[src/rtl/clock_text_writer.sv]
// Draws the "HH:MM" clock text into the character VRAM at a fixed position,
// redrawing only when the digits or the blinking colon change.
module clock_text_writer #(
  parameter int ROW    = 0,
  parameter int COL    = 75,
  parameter int COLS   = 80,
  parameter int ADDR_W = 12
) (
  input  logic              CLOCK_50,
  input  logic              clrn,
  input  logic [31:0]       ascii,
  input  logic              tick_1hz,
  input  logic              blink_en,
  input  logic              vram_ready,
  output logic              vram_we,
  output logic [ADDR_W-1:0] vram_addr,
  output logic [7:0]        vram_data,
  output logic              busy
);

  localparam int                BASE_I = ROW * COLS + COL;
  localparam logic [ADDR_W-1:0] BASE   = BASE_I[ADDR_W-1:0];

  typedef enum logic [0:0] {
    IDLE  = 1'b0,
    WRITE = 1'b1
  } state_t;

  // Character shown at screen offset idx of the five-character field.
  function automatic logic [7:0] char_at(input logic [2:0]  idx,
                                         input logic [31:0] digits,
                                         input logic [7:0]  colon);
    logic [7:0] chr;
    case (idx)
      3'd0:    chr = digits[31:24];
      3'd1:    chr = digits[23:16];
      3'd2:    chr = colon;
      3'd3:    chr = digits[15:8];
      3'd4:    chr = digits[7:0];
      default: chr = 8'h20;
    endcase
    return chr;
  endfunction

  state_t            state_r, state_nxt_s;
  logic [31:0]       s1_r, s2_r;
  logic              colon_on_r;
  logic [31:0]       shown_ascii_r, shown_ascii_nxt_s;
  logic [7:0]        shown_colon_r, shown_colon_nxt_s;
  logic              refresh_pending_r, refresh_pending_nxt_s;
  logic [2:0]        idx_r, idx_nxt_s, idx_inc_s;
  logic              we_r, we_nxt_s;
  logic [ADDR_W-1:0] addr_r, addr_nxt_s;
  logic [7:0]        data_r, data_nxt_s;
  logic              busy_r, busy_nxt_s;
  logic              stable_s, dirty_s;
  logic [7:0]        colon_chr_s;

  // Two-stage capture of the ascii bus coming from the slower clock.
  always_ff @(posedge CLOCK_50 or negedge clrn) begin
    if (!clrn) begin
      s1_r <= 32'h0000_0000;
      s2_r <= 32'h0000_0000;
    end else begin
      s1_r <= ascii;
      s2_r <= s1_r;
    end
  end

  // Colon blink phase, flipped once per second.
  always_ff @(posedge CLOCK_50 or negedge clrn) begin
    if (!clrn) begin
      colon_on_r <= 1'b1;
    end else if (tick_1hz) begin
      colon_on_r <= ~colon_on_r;
    end else begin
      colon_on_r <= colon_on_r;
    end
  end

  assign stable_s    = (s1_r == s2_r);
  assign colon_chr_s = (!blink_en || colon_on_r) ? 8'h3A : 8'h20;
  assign dirty_s     = stable_s && (refresh_pending_r ||
                                    (s2_r != shown_ascii_r) ||
                                    (colon_chr_s != shown_colon_r));
  assign idx_inc_s   = idx_r + 3'd1;

  // Next-state, snapshot and next-output logic of the redraw FSM.
  always_comb begin
    state_nxt_s           = state_r;
    shown_ascii_nxt_s     = shown_ascii_r;
    shown_colon_nxt_s     = shown_colon_r;
    refresh_pending_nxt_s = refresh_pending_r;
    idx_nxt_s             = idx_r;
    we_nxt_s              = we_r;
    addr_nxt_s            = addr_r;
    data_nxt_s            = data_r;
    busy_nxt_s            = busy_r;
    case (state_r)
      IDLE: begin
        if (dirty_s) begin
          state_nxt_s           = WRITE;
          shown_ascii_nxt_s     = s2_r;
          shown_colon_nxt_s     = colon_chr_s;
          refresh_pending_nxt_s = 1'b0;
          idx_nxt_s             = 3'd0;
          we_nxt_s              = 1'b1;
          busy_nxt_s            = 1'b1;
          addr_nxt_s            = BASE;
          data_nxt_s            = s2_r[31:24];
        end else begin
          we_nxt_s   = 1'b0;
          busy_nxt_s = 1'b0;
        end
      end
      WRITE: begin
        if (we_r && vram_ready) begin
          if (idx_r == 3'd4) begin
            state_nxt_s = IDLE;
            we_nxt_s    = 1'b0;
            busy_nxt_s  = 1'b0;
          end else begin
            idx_nxt_s  = idx_inc_s;
            addr_nxt_s = BASE + {{(ADDR_W-3){1'b0}}, idx_inc_s};
            data_nxt_s = char_at(idx_inc_s, shown_ascii_r, shown_colon_r);
          end
        end else begin
          idx_nxt_s = idx_r;
        end
      end
      default: begin
        state_nxt_s = IDLE;
        we_nxt_s    = 1'b0;
        busy_nxt_s  = 1'b0;
      end
    endcase
  end

  // FSM state, snapshot and registered write-port outputs.
  always_ff @(posedge CLOCK_50 or negedge clrn) begin
    if (!clrn) begin
      state_r           <= IDLE;
      shown_ascii_r     <= 32'h0000_0000;
      shown_colon_r     <= 8'h00;
      refresh_pending_r <= 1'b1;
      idx_r             <= 3'd0;
      we_r              <= 1'b0;
      addr_r            <= {ADDR_W{1'b0}};
      data_r            <= 8'h00;
      busy_r            <= 1'b0;
    end else begin
      state_r           <= state_nxt_s;
      shown_ascii_r     <= shown_ascii_nxt_s;
      shown_colon_r     <= shown_colon_nxt_s;
      refresh_pending_r <= refresh_pending_nxt_s;
      idx_r             <= idx_nxt_s;
      we_r              <= we_nxt_s;
      addr_r            <= addr_nxt_s;
      data_r            <= data_nxt_s;
      busy_r            <= busy_nxt_s;
    end
  end

  assign vram_we   = we_r;
  assign vram_addr = addr_r;
  assign vram_data = data_r;
  assign busy      = busy_r;

endmodule

[config.mk]
export PLATFORM = sky130hd
export DESIGN_NAME = clock_text_writer
export DESIGN_NICKNAME = d
export VERILOG_FILES = /design/src/rtl/clock_text_writer.sv
export SDC_FILE = /design/constraint.sdc
export NUM_CORES = 1
export LEC_CHECK = 0
export BUFFER_PORTS_ARGS = -buffer_cell sky130_fd_sc_hd__buf_2
export CORE_ASPECT_RATIO = 1.75
export CORE_MARGIN = 1.5
export CORE_UTILIZATION = 58
export DETAILED_ROUTE_END_ITERATION = 6
export PLACE_DENSITY_LB_ADDON = 0.3
export SLEW_MARGIN = 20
export SYNTH_ARGS = -nofsm -noshare
export SYNTH_HDL_FRONTEND = slang
export SYNTH_SLANG_ARGS = --single-unit
export TNS_END_PERCENT = 50
[constraint.sdc]
create_clock -name CLOCK_50 -period 3 [get_ports CLOCK_50]
set_clock_uncertainty 0.1 [all_clocks]
set_input_delay 0.45 -clock CLOCK_50 [delete_from_list [all_inputs] [get_ports CLOCK_50]]
set_output_delay 0.45 -clock CLOCK_50 [all_outputs]
set_load 0.03 [all_outputs]
==> results.md, run 1 <==
* Setup TNS at 0 ps
* Yosys Warn Count at 0
* Lkg Pwr at 2.89 nW
* Most frequent cells in the layout: dfrtp_1 (117), buf_2 (51), xor2_1 (50)
* CTS tree: built
* CTS Buffer Depth at 2
* Final-report hold violation count at 0
* Critical path capture point type: flip-flop
* Async SR Flop Fraction at 1.00
* Synthesized instance count at 366
* Slew headroom at 0.563
* Largest net degree at the start of global routing at 51
* Critical-path cell list: xor2_1 > nor4_1 > nand3_1 > o21ai_2 > buf_12 > mux2_2
* Clock root buffer master: clkbuf_16
* Actual slew at the worst max-slew pin at 654 ps
* Final setup violation count at 0
* Clk sinks at 119
* Critical path class: reg -> reg
* Sw frac at 0.302
* CP max FO at 25
* Critical Path RT at 3190 ps
* Clock Power Share at 0.383
* # IOs at 59
* Post-placement cell count at 528
* Worst min-delay path category: in -> reg
* Internal at 3.48 mW
* Crit path launch type: flip-flop
* Number of synthesized flops with an enable pin at 0
* Post-cts sizing count at 0
* Crit path DAT at 2820 ps
* Switch Pwr at 1.51 mW
* Routed vias at 2,986
* Htree depth at 4
* Initial cell density of the core at 0.596
* Worst-path clk slew at 50 ps
* Post-route design area at 5920 sq um
* Final ANT Viol Nets at 0
* Vias in the first global route at 3,120
* Drt pass-1 iters at 5
* Drt initial violations at 170
* # rows at 44
* GRT Overall Usage at 0.238
* Commonest non-fill, non-tap cell in the layout: dfrtp_1
* Total overflow reported by the global router at 0
* Die height at 125 um
* Worst skew pair latency at 410 ps
* Syn_area_per_cell at 13.5 sq um
* DRC Markers at 0
* Comb pwr share at 0.241
* PwrDens at 844 nW/um^2
* Port bufs at 52
* Distinct cells, synth at 39
* Avg WL per Cell at 17.2 um
* Wl on met1 at 3.71 mm
* Met2 WL at 5.26 mm
* DR vias/cell at 5.33
* Register share of total power at 0.376
* Layout cells sized above 1 at 0.312
* Synthesized area at 4960 sq um
* Core area at 8310 sq um
* Final WL at 9.64 mm
* Area added between synthesis and finish at 19.4%
* Top_reg_cell synth: dfrtp_1
* FF+latch count, synth at 119
* Routability cong. at 0.923
* # diodes at 0
* Max Used Layer: met4
* Sequential area share after synthesis at 0.601
* Met3 Wirelength at 405 um
* CP peak stage delay at 540 ps
* Part of the cycle the worst path needs at 0.878
* Post-route insts no fill at 560
* Peak Freq at 379 MHz
* Max-Cap Viols at 0
* Die area at 9130 sq um
* Total CTS buffers at 17
* Antenna violations before repair at 0
* Die width at 72.9 um
* Clock period minus worst slack at 2640 ps
* Placed wire-length estimate at 7.00 mm
* Status: completed
* First-pass GRT wire length at 15.7 mm
* # Post-CTS Setup Buffers at 0
* RSZ-0062 raised after global routing: no
* CTS hold repair buffers at 1
* Worst vdd ir at 0.000561 V
* Final max-slew violation count at 0
* Final #Nets at 478
* Slowest CP cell: o21ai_2
* Placed inst area at 5340 sq um
sequential cells by signal, summed over array words and instances, names as in the netlist:
name and count:
colon_on_r 1, idx_r 3, refresh_pending_r 1, s1_r 32
s2_r 32, shown_ascii_r 32, shown_colon_r 2, state_r 1
vram_addr 6, vram_data 8, vram_we 1
synth_stat cells, types with 8 or more instances:
library cell	number	share of area
a21oi_1	8	0.0081
dfrtp_1	117	0.59
ha_1	8	0.020
inv_1	16	0.012
mux2_2	39	0.089
nand2_1	12	0.0091
nor2_1	9	0.0068
nor4_1	11	0.014
xnor2_1	16	0.028
xor2_1	50	0.088
area by class of cell:
| cell class | count | area (sq um) |
|---|---|---|
| multi-input cells | 217 | 1790 |
| flip-flops and latches | 119 | 2980 |
| inverters | 17 | 63.8 |
| well taps | 115 | 144 |
| clock buffers | 23 | 468 |
| repair buffers | 61 | 370 |
| clock inverters | 8 | 98.8 |
| fillers | 577 | 2400 |
through the flow:
step           worst slack (ps)   util  hold WS (ps)  power (mW)
2_1_floorplan               730      -          54.4        2.76
3_3_place_gp                365  0.642           276        3.07
3_5_place_dp                299  0.642           279        3.11
4_1_cts                     312  0.712          26.3        5.04
5_1_grt                     228  0.712          27.5        5.23
6_report                    365  0.712          39.9        4.99
path summary, 6_finish.rpt:
| path | startpoint | to | slack, ps | cells past startpoint |
|---|---|---|---|---|
| worst max-delay path | shown_ascii_r[18] | shown_ascii_r[23] | 360 | 6 |
| worst min-delay path | ascii[29] | s1_r[29] | 40 | 1 |
| worst max register to register | shown_ascii_r[18] | shown_ascii_r[23] | 360 | 6 |
| worst min register to register | s1_r[15] | s2_r[15] | 290 | 0 |
| max in group asynchronous | clrn | s2_r[2] | 1490 | 3 |
| min in group asynchronous | clrn | idx_r[1] | 500 | 2 |
logic make-up after synthesis:
logic type / Yosys count / share of synthesized area
DFF: 119 / 0.601
xor gates and xnor gates: 66 / 0.117
muxes: 49 / 0.114
other: 1 / 0.000757
buffers and inverters: 35 / 0.0412
and+or+nand+nor: 55 / 0.0603
adders and majority gates: 8 / 0.0202
AOI/OAI and AO/OA: 33 / 0.0457
power groups by stage:
stage / clock network (mW) / logic [mW] / registers [mW]
2_1_floorplan: 0 / 0.742 / 2.01
3_3_place_gp: 0 / 1.17 / 1.89
3_5_place_dp: 0 / 1.20 / 1.90
4_1_cts: 1.95 / 1.21 / 1.88
5_1_grt: 2.02 / 1.31 / 1.90
6_report: 1.91 / 1.20 / 1.88
metal layers:
metal	vias up	track usage
met4	0	0.121
met3	15	0.0612
li1	1384	-
met1	1494	0.274
met5	-	0
met2	93	0.400
critical path: cells and delay by family (launching register included):
| kind | cells | cell delay, ps |
|---|---|---|
| compound gates | 1 | 540 |
| simple gates | 2 | 650 |
| buf+inv | 1 | 260 |
| xor+xnor | 1 | 180 |
| mux | 1 | 360 |
| flops | 1 | 410 |
No activity file was read; power rests on OpenSTA's default activity.
==> inputs of run 2 (changes only) <==
--- a/config.mk
+++ b/config.mk
@@ -8,7 +8,7 @@
 export BUFFER_PORTS_ARGS = -buffer_cell sky130_fd_sc_hd__buf_2
 export CORE_ASPECT_RATIO = 1.75
 export CORE_MARGIN = 1.5
-export CORE_UTILIZATION = 58
+export CORE_UTILIZATION = 40
 export DETAILED_ROUTE_END_ITERATION = 6
 export PLACE_DENSITY_LB_ADDON = 0.3
 export SLEW_MARGIN = 20
==> run 2 against run 1 <==
Effect of this change:
- sequential power barely moved
- critical path depth rose by 1
- clock power rose by 6%
- utilization fell by 21 points
- wire length rose by 8.8%
- die area rose by 43%
- highest routed layer unchanged
==> results.md, run 2 (same netlist as run 1, synthesis figures left out) <==
* Core area at 12,100 sq um (+45%)
* Min-delay src: ascii[26]
* CTS tree: built
* Final max-slew violation count at 0 (unchanged)
* Worst hold slack at 39.4 ps (-0.473 ps)
* # IOs at 59 (unchanged)
* Setup TNS at 0 ps (unchanged)
* Worst-path clk slew at 50 ps (about the same)
* Place WS at 499 ps (+200 ps)
* DRC Markers at 0 (unchanged)
* Clock root buffer master: clkbuf_16
* Worst min-delay path category: in -> reg
* Final WL at 10.5 mm (+8.8%)
* Die height at 150 um (+20%)
* Worst hold stages at 1 (unchanged)
* Worst Hold Path EP: s1_r[26]
* Layout cells sized above 1 at 0.329 (+0.0165)
* Critical-path cell list: xor2_1 > nor4_1 > nand4_1 > nor3_4 > o221a_2 > buf_12 > mux2_2
* Final setup violation count at 0 (unchanged)
* Clock period minus worst slack at 2400 ps (-237 ps)
* RSZ-0062 raised after global routing: no
* Drt pass-1 iters at 5 (unchanged)
* Critical Path RT at 3190 ps (about the same)
* Worst vdd ir at 0.000413 V (-26%)
* Final #Nets at 483 (+1.0%)
* Lkg Pwr at 2.92 nW (+1.0%)
* Post-cts sizing count at 0 (unchanged)
* Final ANT Viol Nets at 0 (unchanged)
* Routability cong. at 0.806 (-13%)
* Slew headroom at 0.573 (+0.0102)
* Reg2reg end: vram_data[1]
* Die area at 13,100 sq um (+43%)
* CP max FO at 16 (-36%)
* Most frequent cells in the layout: dfrtp_1 (117), buf_2 (51), xor2_1 (50)
* # rows at 53 (+20%)
* Top Family by Delay on Critical Path: simple AND/OR/NAND/NOR gates
* # Post-CTS Setup Buffers at 0 (unchanged)
* Area added between synthesis and finish at 22.1%
* Tot Pwr at 5.14 mW (+3.0%)
* Htree depth at 4 (unchanged)
* GRT Overall Usage at 0.178 (-0.0599)
* Routed vias at 3,057 (+2.4%)
* Max-Cap Viols at 0 (unchanged)
* Antenna violations before repair at 0 (unchanged)
* Actual slew at the worst max-slew pin at 639 ps (-15.2 ps)
* Avg WL per Cell at 17.1 um (-0.89%)
* PwrDens at 850 nW/um^2 (+0.71%)
* Crit path launch type: flip-flop
* Largest net degree at the start of global routing at 48 (-5.9%)
* Peak Freq at 417 MHz (+9.9%)
* Port bufs at 52 (unchanged)
* Die width at 87.1 um (+20%)
* Biggest regs: s1_r (32), s2_r (32), shown_ascii_r (32)
* Reg2reg start: s2_r[28]
* Initial cell density of the core at 0.411 (-0.186)
* DR vias/cell at 4.97 (-6.8%)
* Total CTS buffers at 17 (unchanged)
* Drt initial violations at 154 (-9.4%)
* Worst path bufs/invs at 1 (unchanged)
* CP peak stage delay at 420 ps (-120 ps)
* Vias in the first global route at 3,266 (+4.7%)
* Total overflow reported by the global router at 0 (unchanged)
* CTS hold repair buffers at 1 (unchanged)
* Final-report hold violation count at 0 (unchanged)
* Worst r2r path cells at 7 (+1)
* First-pass GRT wire length at 16.9 mm (+7.8%)
* Critical path capture point type: flip-flop
* Commonest non-fill, non-tap cell in the layout: dfrtp_1
* Final setup margin at 601 ps (+237 ps)
* CTS Buffer Depth at 2 (unchanged)
* Filler Cell Count at 1,106 (+92%)
* Crit path DAT at 2590 ps (-230 ps)
* Status: completed
* Slowest CP cell: dfrtp_1
* Reg2Reg Setup Slack at 600 ps (+240 ps)
* Worst skew pair latency at 410 ps (about the same)
* Clk sinks at 119 (unchanged)
* Placed wire-length estimate at 7.63 mm (+9.1%)
* Critical path class: reg -> reg
* # diodes at 0 (unchanged)
* Part of the cycle the worst path needs at 0.800 (-0.0789)
==> run 2: changes by cell type in the layout (fill, tap and decap cells not counted), sizes merged <==
cell	delta
buf	+5
inv	+1
clkinvlp	+3
clkinv	-2
clkbuf	-2
==> run 2: power breakdown <==
part | total, mW | internal [mW] | switching, mW
Combinational | 1.25 | 0.487 | 0.759
Sequential | 1.88 | 1.76 | 0.117
Clock | 2.02 | 1.31 | 0.714
==> run 2: per-layer routing <==
metal	wire, um	GRT usage	share of wire	vias up
li1	-	-	-	1386
met1	4000	0.195	0.38	1548
met2	5510	0.298	0.53	95
met3	476	0.0532	0.045	28
met4	507	0.110	0.048	0
met5	0	0	0	-
==> run 2: how the worst max path moves through the flow <==
stage | slack (ps) | to | start | depth (start not counted)
final | 600 | vram_data[1] | s2_r[28] | 7
after global routing | 400 | idx_r[2] | s2_r[28] | 7
after floorplan | 730 | idx_r[0] | s2_r[29] | 8
after CTS | 490 | vram_data[1] | s2_r[6] | 7
after global placement | 510 | vram_addr[1] | s2_r[28] | 7
after detailed placement | 500 | vram_addr[1] | s2_r[28] | 7
==> run 2: worst reg2reg max path: stages, from the launching register on <==
cell	delay, ps
dfrtp_1	420
xor2_1	180
nor4_1	370
nand4_1	220
nor3_4	250
o221a_2	250
buf_12	160
mux2_2	340
==> run 2: final cells by class <==
| type | count | area (sq um) | area share |
|---|---|---|---|
| Sequential cell | 119 | 2980 | 0.493 |
| Multi-Input combinational cell | 217 | 1790 | 0.296 |
| Clock buffer | 21 | 480 | 0.0794 |
| Timing Repair Buffer | 66 | 408 | 0.0674 |
| Tap cell | 165 | 206 | 0.0341 |
| Clock inverter | 10 | 120 | 0.0199 |
| Inverter | 17 | 63.8 | 0.0105 |
==> run 2: per-stage QoR <==
| step | cell area [sq um] | std cells | utilization |
|---|---|---|---|
| global placement | 5440 | 583 | 0.451 |
| finish | 6050 | 615 | 0.501 |
| detailed placement | 5440 | 583 | 0.451 |
| CTS | 6050 | 615 | 0.501 |
| global route | 6050 | 615 | 0.501 |
| floorplan | 4970 | 371 | - |
==> inputs of run 3 (changes only) <==
--- a/config.mk
+++ b/config.mk
@@ -5,6 +5,7 @@
 export SDC_FILE = /design/constraint.sdc
 export NUM_CORES = 1
 export LEC_CHECK = 0
+export ABC_AREA = 1
 export BUFFER_PORTS_ARGS = -buffer_cell sky130_fd_sc_hd__buf_2
 export CORE_ASPECT_RATIO = 1.75
 export CORE_MARGIN = 1.5
==> constraint.sdc (replaced) <==
create_clock -name CLOCK_50 -period 2.19 [get_ports CLOCK_50]
set_clock_uncertainty 0.1 [all_clocks]
set_input_delay 0.3285 -clock CLOCK_50 [delete_from_list [all_inputs] [get_ports CLOCK_50]]
set_output_delay 0.3285 -clock CLOCK_50 [all_outputs]
set_load 0.03 [all_outputs]
==> run 3 against run 2 <==
Effect of this change:
- non-clock buffer count up 39
- flip-flop and latch count unchanged
- die area up 8.9%
- largest cell class unchanged
==> results.md, run 3 <==
* Worst skew pair latency at 410 ps (about the same)
* Die area at 14,300 sq um (+8.9%)
* Area added between synthesis and finish at 27.8%
* Biggest regs: s1_r (32), s2_r (32), shown_ascii_r (32)
* # diodes at 0 (unchanged)
* Total overflow reported by the global router at 0 (unchanged)
* Top_reg_cell synth: dfrtp_1
* CP peak stage delay at 440 ps (+20 ps)
* Most frequent cells in the layout: nand2_1 (216), dfrtp_1 (116), inv_1 (81)
* Final WL at 13.7 mm (+30%)
* Peak Freq at 476 MHz (+14%)
* Part of the cycle the worst path needs at 0.960 (+0.160)
* # IOs at 59 (unchanged)
* Reg2reg start: s2_r[23]
* Post-synth top area share at 0.541 (-0.0497)
* Clock period minus worst slack at 2100 ps (-297 ps)
* Drt initial violations at 193 (+25%)
* Antenna violations before repair at 0 (unchanged)
* Critical-path cell list: xor2_1 > nor3_1 > nand3_1 > nor2_2 > nand2_2 > buf_12 > buf_12 > nand2_1 > o21ai_2
* Status: completed
* First-pass GRT wire length at 21.9 mm (+30%)
* Min-delay src: blink_en
* Sequential area share after synthesis at 0.551 (-0.0506)
* RSZ-0062 raised after global routing: no
* Post-synth top cells: nand2_1 (222), dfrtp_1 (117), inv_1 (82)
* Worst min-delay path category: in -> reg
* Critical Path RT at 2380 ps (-810 ps)
* PwrDens at 783 nW/um^2 (-8.0%)
* Setup TNS at 0 ps (unchanged)
* Actual slew at the worst max-slew pin at 516 ps (-123 ps)
* Core area at 13,300 sq um (+10%)
* Synthesized instance count at 627 (+71%)
* Drt pass-1 iters at 4 (-1)
* Layout cells sized above 1 at 0.195 (-0.134)
* Final #Nets at 782 (+62%)
* Lkg Pwr at 3.53 nW (+21%)
* Worst hold slack at 169 ps (+130 ps)
* Sw frac at 0.227 (-0.0819)
* Register share of total power at 0.432 (+0.067)
* Clk sinks at 119 (unchanged)
* Critical path class: reg -> reg
* Avg WL per Cell at 14.8 um (-13%)
* Commonest non-fill, non-tap cell in the layout: nand2_1
* # rows at 56 (+5.7%)
* Worst vdd ir at 0.000580 V (+40%)
* Area leader, netlist: dfrtp_1
* Slowest CP cell: dfrtp_1
* Yosys Warn Count at 0 (unchanged)
* Critical path capture point type: flip-flop
* Total CTS buffers at 17 (unchanged)
* Clock root buffer master: clkbuf_16
* Final ANT Viol Nets at 0 (unchanged)
* Crit path DAT at 2290 ps (-300 ps)
* Comb pwr share at 0.059 (-0.183)
* Crit path launch type: flip-flop
* GRT Overall Usage at 0.206 (+0.0283)
* Initial cell density of the core at 0.406 (-0.00415)
* Worst-path clk slew at 50 ps (about the same)
* Distinct cells, synth at 32 (-18%)
* Final max-slew violation count at 0 (unchanged)
* Final-report hold violation count at 0 (unchanged)
* Switch Pwr at 1.23 mW (-23%)
* Routed vias at 4,280 (+40%)
* CTS tree: built
* Slew headroom at 0.655 (+0.0821)
* Final setup violation count at 0 (unchanged)
* Internal at 4.18 mW (+18%)
* Filler Cell Count at 1,281 (+16%)
* Die height at 157 um (+4.4%)
* FF+latch count, synth at 119 (unchanged)
* Most used cell, CP: buf_12
* CP max FO at 27 (+11)
* Htree depth at 4 (unchanged)
* Synthesized area at 5410 sq um (+9.2%)
* Die width at 90.9 um (+4.3%)
* Synth area leaders: dfrtp_1 (54%), nand2_1 (15%), inv_1 (5.7%)
* Max-Cap Viols at 0 (unchanged)
* Clock Power Share at 0.509 (+0.116)
* Vias in the first global route at 4,314 (+32%)
* Syn_area_per_cell at 8.63 sq um (-36%)
* Top-count cell post-synth: nand2_1
* DRC Markers at 0 (unchanged)
* Largest net degree at the start of global routing at 45 (-6.3%)
* Port bufs at 52 (unchanged)
* Routability cong. at 0.862 (+6.9%)
* CTS Buffer Depth at 2 (unchanged)
* DR vias/cell at 4.63 (-6.8%)
* Placed wire-length estimate at 10.5 mm (+37%)
* Number of synthesized flops with an enable pin at 0 (unchanged)
* Critical path startpoint: s2_r[23]
* Async SR Flop Fraction at 1.00 (unchanged)
==> run 3: cell types whose count changed in the layout (fill, tap and decap cells not counted), sizes merged, moves of 30 or more <==
cell	delta
nor2	+30
nand2	+213
o21ai	+59
dlygate4sd3	+33
xor2	-44
inv	+74
mux2	-44
==> run 3: what timing repair did <==
| item | CTS | global route |
|---|---|---|
| pin swaps | 0 | 0 |
| resized for setup | 0 | 14 |
| hold buffers | 34 | 0 |
| endpoints found under the setup margin | 1 | 12 |
| hold endpoints to repair | 67 | 0 |
| buffers inserted | 0 | 1 |
==> run 3: area by class of cell <==
cell class | count | area, sq um | area share
clock buffers | 22 | 474 | 0.0686
clock inverters | 10 | 121 | 0.0176
inverters | 92 | 345 | 0.0499
multi-input cells | 402 | 1980 | 0.286
flip-flops and latches | 119 | 2980 | 0.431
well taps | 174 | 218 | 0.0315
repair buffers | 105 | 796 | 0.115
==> run 3: per-stage QoR <==
stage	cells	area, sq um	worst slack (ps)	utilization	total power, mW
2_1_floorplan	632	5430	304	-	2.51
3_3_place_gp	857	5920	15.5	0.445	2.65
3_5_place_dp	857	5920	11.3	0.445	2.66
4_1_cts	923	6860	-4.84	0.515	5.48
5_1_grt	924	6920	6.85	0.519	5.61
6_report	924	6920	88.5	0.519	5.41
==> run 3: kinds of logic (layout without fill, tap and decap cells) <==
kind of cell	after synthesis	count (layout)	share of synthesized area
simple gates	292	292	0.213
xor+xnor	19	19	0.0308
flops	119	119	0.551
buf+inv	111	229	0.0957
fa+ha+maj	8	8	0.0185
compound gates	77	77	0.0906
other cells	1	6	0.000693
==> run 3: final timing paths <==
path                               endpoint  depth (start not counted)  slack [ps]
setup / recovery           shown_ascii_r[9]                          9          90
hold / removal             shown_colon_r[4]                          4         170
setup reg to reg           shown_ascii_r[9]                          9          90
hold reg to reg                    s2_r[16]                          0         290
min in group asynchronous          s1_r[18]                          2         320
max in group asynchronous        colon_on_r                          3        1020
==> run 3: power groups by stage <==
stage          Clock [mW]  Combinational (mW)  Sequential [mW]
4_1_cts              2.82               0.329             2.34
6_report             2.75               0.322             2.34
2_1_floorplan           0               0.154             2.36
5_1_grt              2.90               0.364             2.35
3_3_place_gp            0               0.275             2.37
3_5_place_dp            0               0.281             2.38
==> run 3: worst max-delay path, delay by kind of cell (launching register included) <==
kind | cells | cell delay [ps]
AO/OA/AOI/OAI | 1 | 60
AND/OR/NAND/NOR | 5 | 870
XOR/XNOR | 1 | 170
flip-flops | 1 | 440
buffers and inverters | 2 | 340
==> run 3: metal layers <==
layer / up-vias / part of all wire / GRT usage
li1: 2154 / - / -
met1: 2019 / 0.36 / 0.204
met2: 76 / 0.57 / 0.391
met3: 31 / 0.023 / 0.0369
met4: 0 / 0.045 / 0.126
met5: - / 0 / 0
